File: src/rtl/ahb_apb_pkg.sv
// Shared types for the AHB-Lite to APB bridge: FSM states and AHB bus codes.
package ahb_apb_pkg;

  // Bridge FSM states
  typedef enum logic [2:0] {
    StIdle,
    StSetup,
    StAccess,
    StErr1,
    StErr2
  } state_e;

  // AHB HTRANS encodings
  typedef enum logic [1:0] {
    HtransIdle   = 2'b00,
    HtransBusy   = 2'b01,
    HtransNonseq = 2'b10,
    HtransSeq    = 2'b11
  } htrans_e;

  // AHB HRESP encodings
  typedef enum logic {
    HrespOkay  = 1'b0,
    HrespError = 1'b1
  } hresp_e;

  // NONSEQ and SEQ both have bit 1 set; IDLE and BUSY do not
  function automatic logic htrans_active(logic [1:0] htrans);
    return htrans[1];
  endfunction

endpackage

File: src/rtl/ahb_apb_timeout.sv
// PREADY watchdog: counts ACCESS cycles without PREADY and flags expiry.
module ahb_apb_timeout #(
  parameter int unsigned TIMEOUT = 255,
  parameter int unsigned TO_W    = 8
) (
  input  logic clk_i,
  input  logic rst_ni,
  input  logic clr_i,
  input  logic en_i,
  output logic expired_o
);

  localparam logic [TO_W-1:0] Limit   = TO_W'(TIMEOUT);
  localparam bit              Enabled = (TIMEOUT != 0);

  logic [TO_W-1:0] count_q;

  // Wait-cycle counter; clear takes priority over enable
  always_ff @(posedge clk_i or negedge rst_ni) begin
    if (!rst_ni) begin
      count_q <= '0;
    end else if (clr_i) begin
      count_q <= '0;
    end else if (en_i) begin
      count_q <= count_q + 1'b1;
    end
  end

  // A zero limit disables the watchdog entirely
  always_comb begin
    expired_o = Enabled && (count_q == Limit);
  end

endmodule

File: src/rtl/ahb_apb_bridge.sv
// AHB-Lite slave to APB master bridge with a PREADY timeout that turns a hung
// peripheral into a two-cycle AHB ERROR response.
module ahb_apb_bridge
  import ahb_apb_pkg::*;
#(
  parameter int unsigned TIMEOUT = 255,
  parameter int unsigned TO_W    = 8
) (
  input  logic        HCLK,
  input  logic        HRESETn,
  input  logic        HSEL,
  input  logic [31:0] HADDR,
  input  logic [1:0]  HTRANS,
  input  logic        HWRITE,
  input  logic [2:0]  HSIZE,
  input  logic        HREADY,
  input  logic [31:0] HWDATA,
  output logic        HREADYOUT,
  output logic        HRESP,
  output logic [31:0] HRDATA,
  output logic [31:0] PADDR,
  output logic        PSEL,
  output logic        PENABLE,
  output logic        PWRITE,
  output logic [31:0] PWDATA,
  input  logic [31:0] PRDATA,
  input  logic        PREADY
);

  state_e      state_q, state_d;
  logic [31:0] paddr_q;
  logic        pwrite_q;
  logic [31:0] hrdata_q;
  logic        accept;
  logic        access_done;
  logic        to_clr;
  logic        to_en;
  logic        to_expired;

  // Every access is a full word and HTRANS[0] only separates NONSEQ from SEQ
  logic unused_inputs;
  assign unused_inputs = ^{HSIZE, HTRANS[0]};

  assign accept      = (state_q == StIdle) && HSEL && htrans_active(HTRANS) && HREADY;
  assign access_done = (state_q == StAccess) && PREADY;

  // Counter only runs while waiting in ACCESS; any other state resets it
  assign to_clr = (state_q != StAccess);
  assign to_en  = (state_q == StAccess) && !PREADY;

  ahb_apb_timeout #(
    .TIMEOUT (TIMEOUT),
    .TO_W    (TO_W)
  ) u_timeout (
    .clk_i     (HCLK),
    .rst_ni    (HRESETn),
    .clr_i     (to_clr),
    .en_i      (to_en),
    .expired_o (to_expired)
  );

  // FSM state register
  always_ff @(posedge HCLK or negedge HRESETn) begin
    if (!HRESETn) begin
      state_q <= StIdle;
    end else begin
      state_q <= state_d;
    end
  end

  // Next-state logic and state-decoded bus outputs
  always_comb begin
    state_d   = state_q;
    PSEL      = 1'b0;
    PENABLE   = 1'b0;
    HREADYOUT = 1'b1;
    HRESP     = HrespOkay;
    unique case (state_q)
      StIdle: begin
        if (accept) state_d = StSetup;
      end
      StSetup: begin
        PSEL      = 1'b1;
        HREADYOUT = 1'b0;
        state_d   = StAccess;
      end
      StAccess: begin
        PSEL      = 1'b1;
        PENABLE   = 1'b1;
        HREADYOUT = 1'b0;
        // PREADY wins over a timeout firing in the same cycle
        if (PREADY) begin
          state_d = StIdle;
        end else if (to_expired) begin
          state_d = StErr1;
        end
      end
      StErr1: begin
        HREADYOUT = 1'b0;
        HRESP     = HrespError;
        state_d   = StErr2;
      end
      StErr2: begin
        HRESP   = HrespError;
        state_d = StIdle;
      end
      default: begin
        state_d = StIdle;
      end
    endcase
  end

  // Address and direction captured at the AHB address phase, held otherwise
  always_ff @(posedge HCLK or negedge HRESETn) begin
    if (!HRESETn) begin
      paddr_q  <= '0;
      pwrite_q <= 1'b0;
    end else if (accept) begin
      paddr_q  <= HADDR;
      pwrite_q <= HWRITE;
    end
  end

  // Read data latched on read completion; writes leave it untouched
  always_ff @(posedge HCLK or negedge HRESETn) begin
    if (!HRESETn) begin
      hrdata_q <= '0;
    end else if (access_done && !pwrite_q) begin
      hrdata_q <= PRDATA;
    end
  end

  // HWDATA is stable while HREADYOUT is low, so it can feed PWDATA directly
  assign PADDR  = paddr_q;
  assign PWRITE = pwrite_q;
  assign PWDATA = HWDATA;
  assign HRDATA = hrdata_q;

endmodule
File: config.mk
export PLATFORM = sky130hd
export DESIGN_NAME = ahb_apb_bridge
export DESIGN_NICKNAME = d
export VERILOG_FILES = /design/src/rtl/ahb_apb_pkg.sv /design/src/rtl/ahb_apb_timeout.sv /design/src/rtl/ahb_apb_bridge.sv
export SDC_FILE = /design/constraint.sdc
export NUM_CORES = 1
export LEC_CHECK = 0
export ABC_AREA = 1
export CELL_PAD_IN_SITES_DETAIL_PLACEMENT = 0
export CELL_PAD_IN_SITES_GLOBAL_PLACEMENT = 1
export CORE_MARGIN = 2
export CORE_UTILIZATION = 27
export DETAILED_ROUTE_END_ITERATION = 16
export GPL_ROUTABILITY_DRIVEN = 0
export PLACE_DENSITY = 0.78
export REMOVE_ABC_BUFFERS = 1
export SYNTH_ARGS = -nofsm -noshare
export SYNTH_HDL_FRONTEND = slang
export SYNTH_SLANG_ARGS = --single-unit
File: constraint.sdc
create_clock -name HCLK -period 1.5 [get_ports HCLK]
set_input_delay 0.15 -clock HCLK [delete_from_list [all_inputs] [get_ports HCLK]]
set_output_delay 0.15 -clock HCLK [all_outputs]
set_load 0.05 [all_outputs]
[Word-level counts from Yosys, hierarchy flattened]
Index checks and enable logic that the tools add are counted.
Word-level totals
  bits in latches: 0
  input bits: 107
  output and inout port bits: 101
  memory bits (read-only): 0
  bits in registers: 76
  memories: 0
  bits in writable memories: 0
  logic and storage cells: 38
Operators by class
  multipliers: 0
  div/mod/pow operators: 0
  bitwise logic cells: 0
  muxes and demuxes: 10
  add/subtract/negate cells: 1
  reductions and logical operators: 14
  eq/ne operators: 8
  shift-type cells: 0
  order comparisons: 0
Operators by type and width (number)
  $mux 8: 2
  $pmux 3 s4: 1
  $mux 3: 3
  $add 8x1->8 const B: 1
  $eq 8x8->1 const B: 1
  $eq 3x2->1 const B: 2
  $logic_and 1x1->1: 6
  $mux 1: 4
  $reduce_or 2->1: 2
  $eq 3x1->1 const B: 1
  $eq 3x3->1 const B: 1
  $logic_not 3->1: 1
  $ne 3x2->1 const B: 1
  $ne 3x3->1 const B: 1
  $reduce_or 3->1: 1
  $logic_not 1->1: 2
  $ne 2x2->1 const B: 1
  $reduce_and 2->1: 1
  $reduce_bool 2->1: 1

[Longest topological paths before layout]
  word-level depth: 6
  depth in mapped cells: 8

[By module]
A second synthesis with hierarchy kept.
Unflattened totals
  cell total of the unflattened synthesis: 403
  area total of the unflattened synthesis: 3440.8 um2
Modules (own cells, without submodules)
  ahb_apb_bridge: cells each 342, times used 1, sequential area each 1701.6 um2, area an instance 2997.9 um2
  ahb_apb_timeout: cells each 61, times used 1, sequential area each 200.2 um2, area an instance 442.9 um2

[Least setup slack after synthesis]
Ideal clock, no wire load.
  path kind: register to output
  start point: register state_q[2]
  end point: output port HRESP
  cell stages (with the launch flop): 4
  data required time: 1.350 ns
  data arrival time: 1.356 ns
  path slack: -0.006 ns
  cells stage by stage: dfrtp_1 > inv_2 > nand2_1 > o22ai_1
On the way
  cells in the longest elaborated chain, start to end: 3
  elaborated cells between the ends (all ways): 4
  classes of those cells: eq/ne (2); mux (1); reduce/logical (1)
Ends and longest elaborated chain
  from (decl): RTL line ahb_apb_bridge.sv:30  | state_e state_q, state_d;
  from (signal assigned): RTL line ahb_apb_bridge.sv:65  | state_q <= StIdle;
  from (signal assigned): RTL line ahb_apb_bridge.sv:67  | state_q <= state_d;
  $eq 3x2->1 / $eq 3x3->1 (equally long branches): RTL line ahb_apb_bridge.sv:78  | unique case (state_q)
  $reduce_or 2->1 (no line) (*)
  $mux 1 (*): RTL line ahb_apb_bridge.sv:78
  to (decl): RTL line ahb_apb_bridge.sv:19  | output logic HRESP,
Mark *: on every way between the ends. The rest lies on a longest branch, timed or not.

[Final worst setup path]
Ends and elaborated chain as after synthesis.

==> results.yml <==
run_status:
  run_status: "complete, no violations"
die:
  chipHeight_um: 119
  core_area_um2: 12700
  start_util_pct: 28.0
  fp.dieW_um: 119
  die_area_um2: 14100
  core.rowCount: 41
  ioPinCount: 208
pwr:
  internal_power_mw: 6.45
  p_per_area_nw_per_um2: 2360
  combPwrFrac_pct: 54.6
  pwr-share-clk_pct: 17.6
  power.switching_mw: 5.89
  p_total_mw: 12.3
  ir_drop_uv: 952
  switching_share_pct: 47.7
  power_frac_seq_pct: 27.7
  p_leak_nw: 2.59
detailed_routing:
  num_vias: 2890
  routed_wirelength_mm: 10.1
  dr.pass1.iters: 4
  viasPerCell: 4.15
  drtIter0Drc: 106
  avgRoutedWirePerCell_um: 14.5
  ant_nets: 0
  drc_errors: 0
place:
  dp_hpwl_mm: 7.77
  port_buffers: 139
clock_tree:
  cts_tree: "yes"
  cts_buffers: 9
  clk_pin_slew_ps: 50
  cts_root_buffer: "clkbuf_16"
  clk_path_buf_depth: 2
  cts-htree-levels: 3
  clock_latency_ps: 330
  cts.sinks: 76
sta:
  finalCriticalPeriod_ps: 1440
  skew_ps: 4.99
  rsz0062_at_grt: "false"
  setup_tns_ps: 0
  setup_violations: 0
  slew_headroom_pct: 72.4
  fin_crit_sh_pct: 96.1
  tightest_slew_ps: 415
  fmax_ghz: 0.694
  slew_viol_final: 0
  hold_viol_final: 0
synthesis:
  ys_seq_elements: 76
  netlist.top_cell.by_area: "dfrtp_1"
  yosysSeqAreaShare_pct: 53.5
  synth_edf_count: 0
  synth_cell_types: 23
  synth_top_area_share_pct: 53.5
  synth.top_cells.by_count: "nand2_1 (138), dfrtp_1 (76), inv_1 (44)"
  yosysWarnings: 0
  synth.area.top_cells: "dfrtp_1 (53%), nand2_1 (15%), buf_4 (6.8%)"
  syn-cell-area_um2: 3560
  synth_most_common_cell: "nand2_1"
  avgSynthCellArea_um2: 9.07
  syn_inst: 392
  ys.flop_type: "dfrtp_1"
  synth-async-reset-ratio_pct: 100
flow_run:
  cap_violations: 0
layout:
  layout-drive-gt1-share_pct: 31.8
  area_delta_synth_final_pct: 46.8
  num-nets-final: 628
  num_antenna_cells: 0
  nFillCells: 1295
global_routing:
  grt_pass1_vias: 2966
  grt_overflow: 0
  grt_pass1_wl_mm: 16.0
  antenna_found_initial: 0
  track_usage_pct: 15.0
  grt_max_degree: 77
worst_setup_path:
  crit_path_start_kind: "flop"
  reg2reg_from: "state_q[1]$_DFFE_PN0P_"
  setup.worst_path.end_class: "output port"
  regToRegSetupSlack_ps: 130
  startpoint: "state_q[2]$_DFFE_PN0P_"
  crit_fanout: 5
  criticalPathCategory: "reg -> out"
  worstPathRequired_ps: 1350
  critPathArrivalTime_ps: 1290
worst_hold_path:
  min_from: "HWDATA[0]"
  min_path_type: "in -> out"
==> layout make-up <==
cell class | instances | area, um2 | area share (%)
timing repair buffer | 162 | 1500 | 28.8
tap | 172 | 215 | 4.12
clock inverter | 5 | 50.0 | 0.959
multi-input combinational | 223 | 1110 | 21.2
inverter | 48 | 189 | 3.62
sequential | 76 | 1900 | 36.4
clock buffer | 11 | 253 | 4.84
==> layout by cell type, fill, tap and decap left out <==
cell and count:
o21bai_1 1, clkbuf_8 2, dfrtp_1 76, nor2_4 1
inv_6 1, bufinv_16 1, buf_12 9, nand2_2 23
o21ai_0 7, nor3_1 2, clkbuf_16 9, nand4_1 2
dlygate4sd3_1 1, buf_4 83, clkinvlp_4 1, inv_1 43
nand2_1 137, clkinv_2 4, o22ai_2 1, nand3_4 1
nor3_4 1, nor2_1 13, a21oi_1 3, clkdlybuf4s50_1 69
inv_2 3, o21ai_2 27, nand3_1 3, ha_1 1
==> power groups by stage <==
stage	Sequential [mW]	Clock [mW]	Combinational, mW
after floorplan	6.29	0	1.52
after global placement	3.42	0	6.69
after detailed placement	3.45	0	6.76
after CTS	3.44	2.27	6.82
after global routing	3.55	2.35	7.12
final	3.42	2.18	6.74
==> cell families (layout without fill, tap and decap cells) <==
kind of cell	count (synthesis)	in the layout	synth area share (%)
and+or+nand+nor	183	183	22.1
DFF	76	76	53.5
adders and majority gates	1	1	0.352
buffers and inverters	93	226	15.6
AOI/OAI and AO/OA	39	39	8.44
==> layer usage <==
metal  share of wire (%)  GRT usage [%]  up-vias
met5                0.55           3.31        -
met3                  14           9.60       15
met1                  41           18.0     1334
met4                 1.8           6.32        2
li1                    -              -     1407
met2                  43           20.6      132
==> through the flow <==
step           util (%)  hold slack (ps)  worst slack [ps]  cells  cell area (um2)
5_1_grt            41.0              300              4.31    697             5220
2_1_floorplan         -             -146             -1300    347             3180
4_1_cts            41.0              300              40.6    697             5220
3_3_place_gp       38.3              210             -4.31    678             4880
6_report           41.0              300              59.1    697             5220
3_5_place_dp       38.3              214             -54.3    678             4880
==> worst max-delay path: stages, from the launching register on <==
cell and delay [ps]:
dfrtp_1 390, inv_2 120, nand2_2 70, o22ai_2 210, buf_12 160
==> repair_timing <==
action,4_1_cts,5_1_grt
setup buffers,2,0
pin swaps,0,1
gates resized for setup,2,2
setup endpoints to repair,2,22
cloned,0,0
endpoints found under the hold margin,76,0
hold buffers,1,0
==> worst paths after layout <==
check / to / cells past startpoint
setup / recovery: HRESP / 4
hold / removal: PWDATA[0] / 0
setup reg to reg: PADDR[3]$_DFFE_PN0P_ / 7
hold reg to reg: HRDATA[11]$_DFFE_PN0P_ / 2
max in group asynchronous: HRDATA[25]$_DFFE_PN0P_ / 3
min in group asynchronous: PADDR[2]$_DFFE_PN0P_ / 3
==> flip-flops by register name, indices dropped and copies added, names as in the netlist <==
name,flops
u_timeout.count_q,8
PADDR,32
PWRITE,1
HRDATA,32
state_q,3
Note: power is estimated with default switching activity, not from simulation.
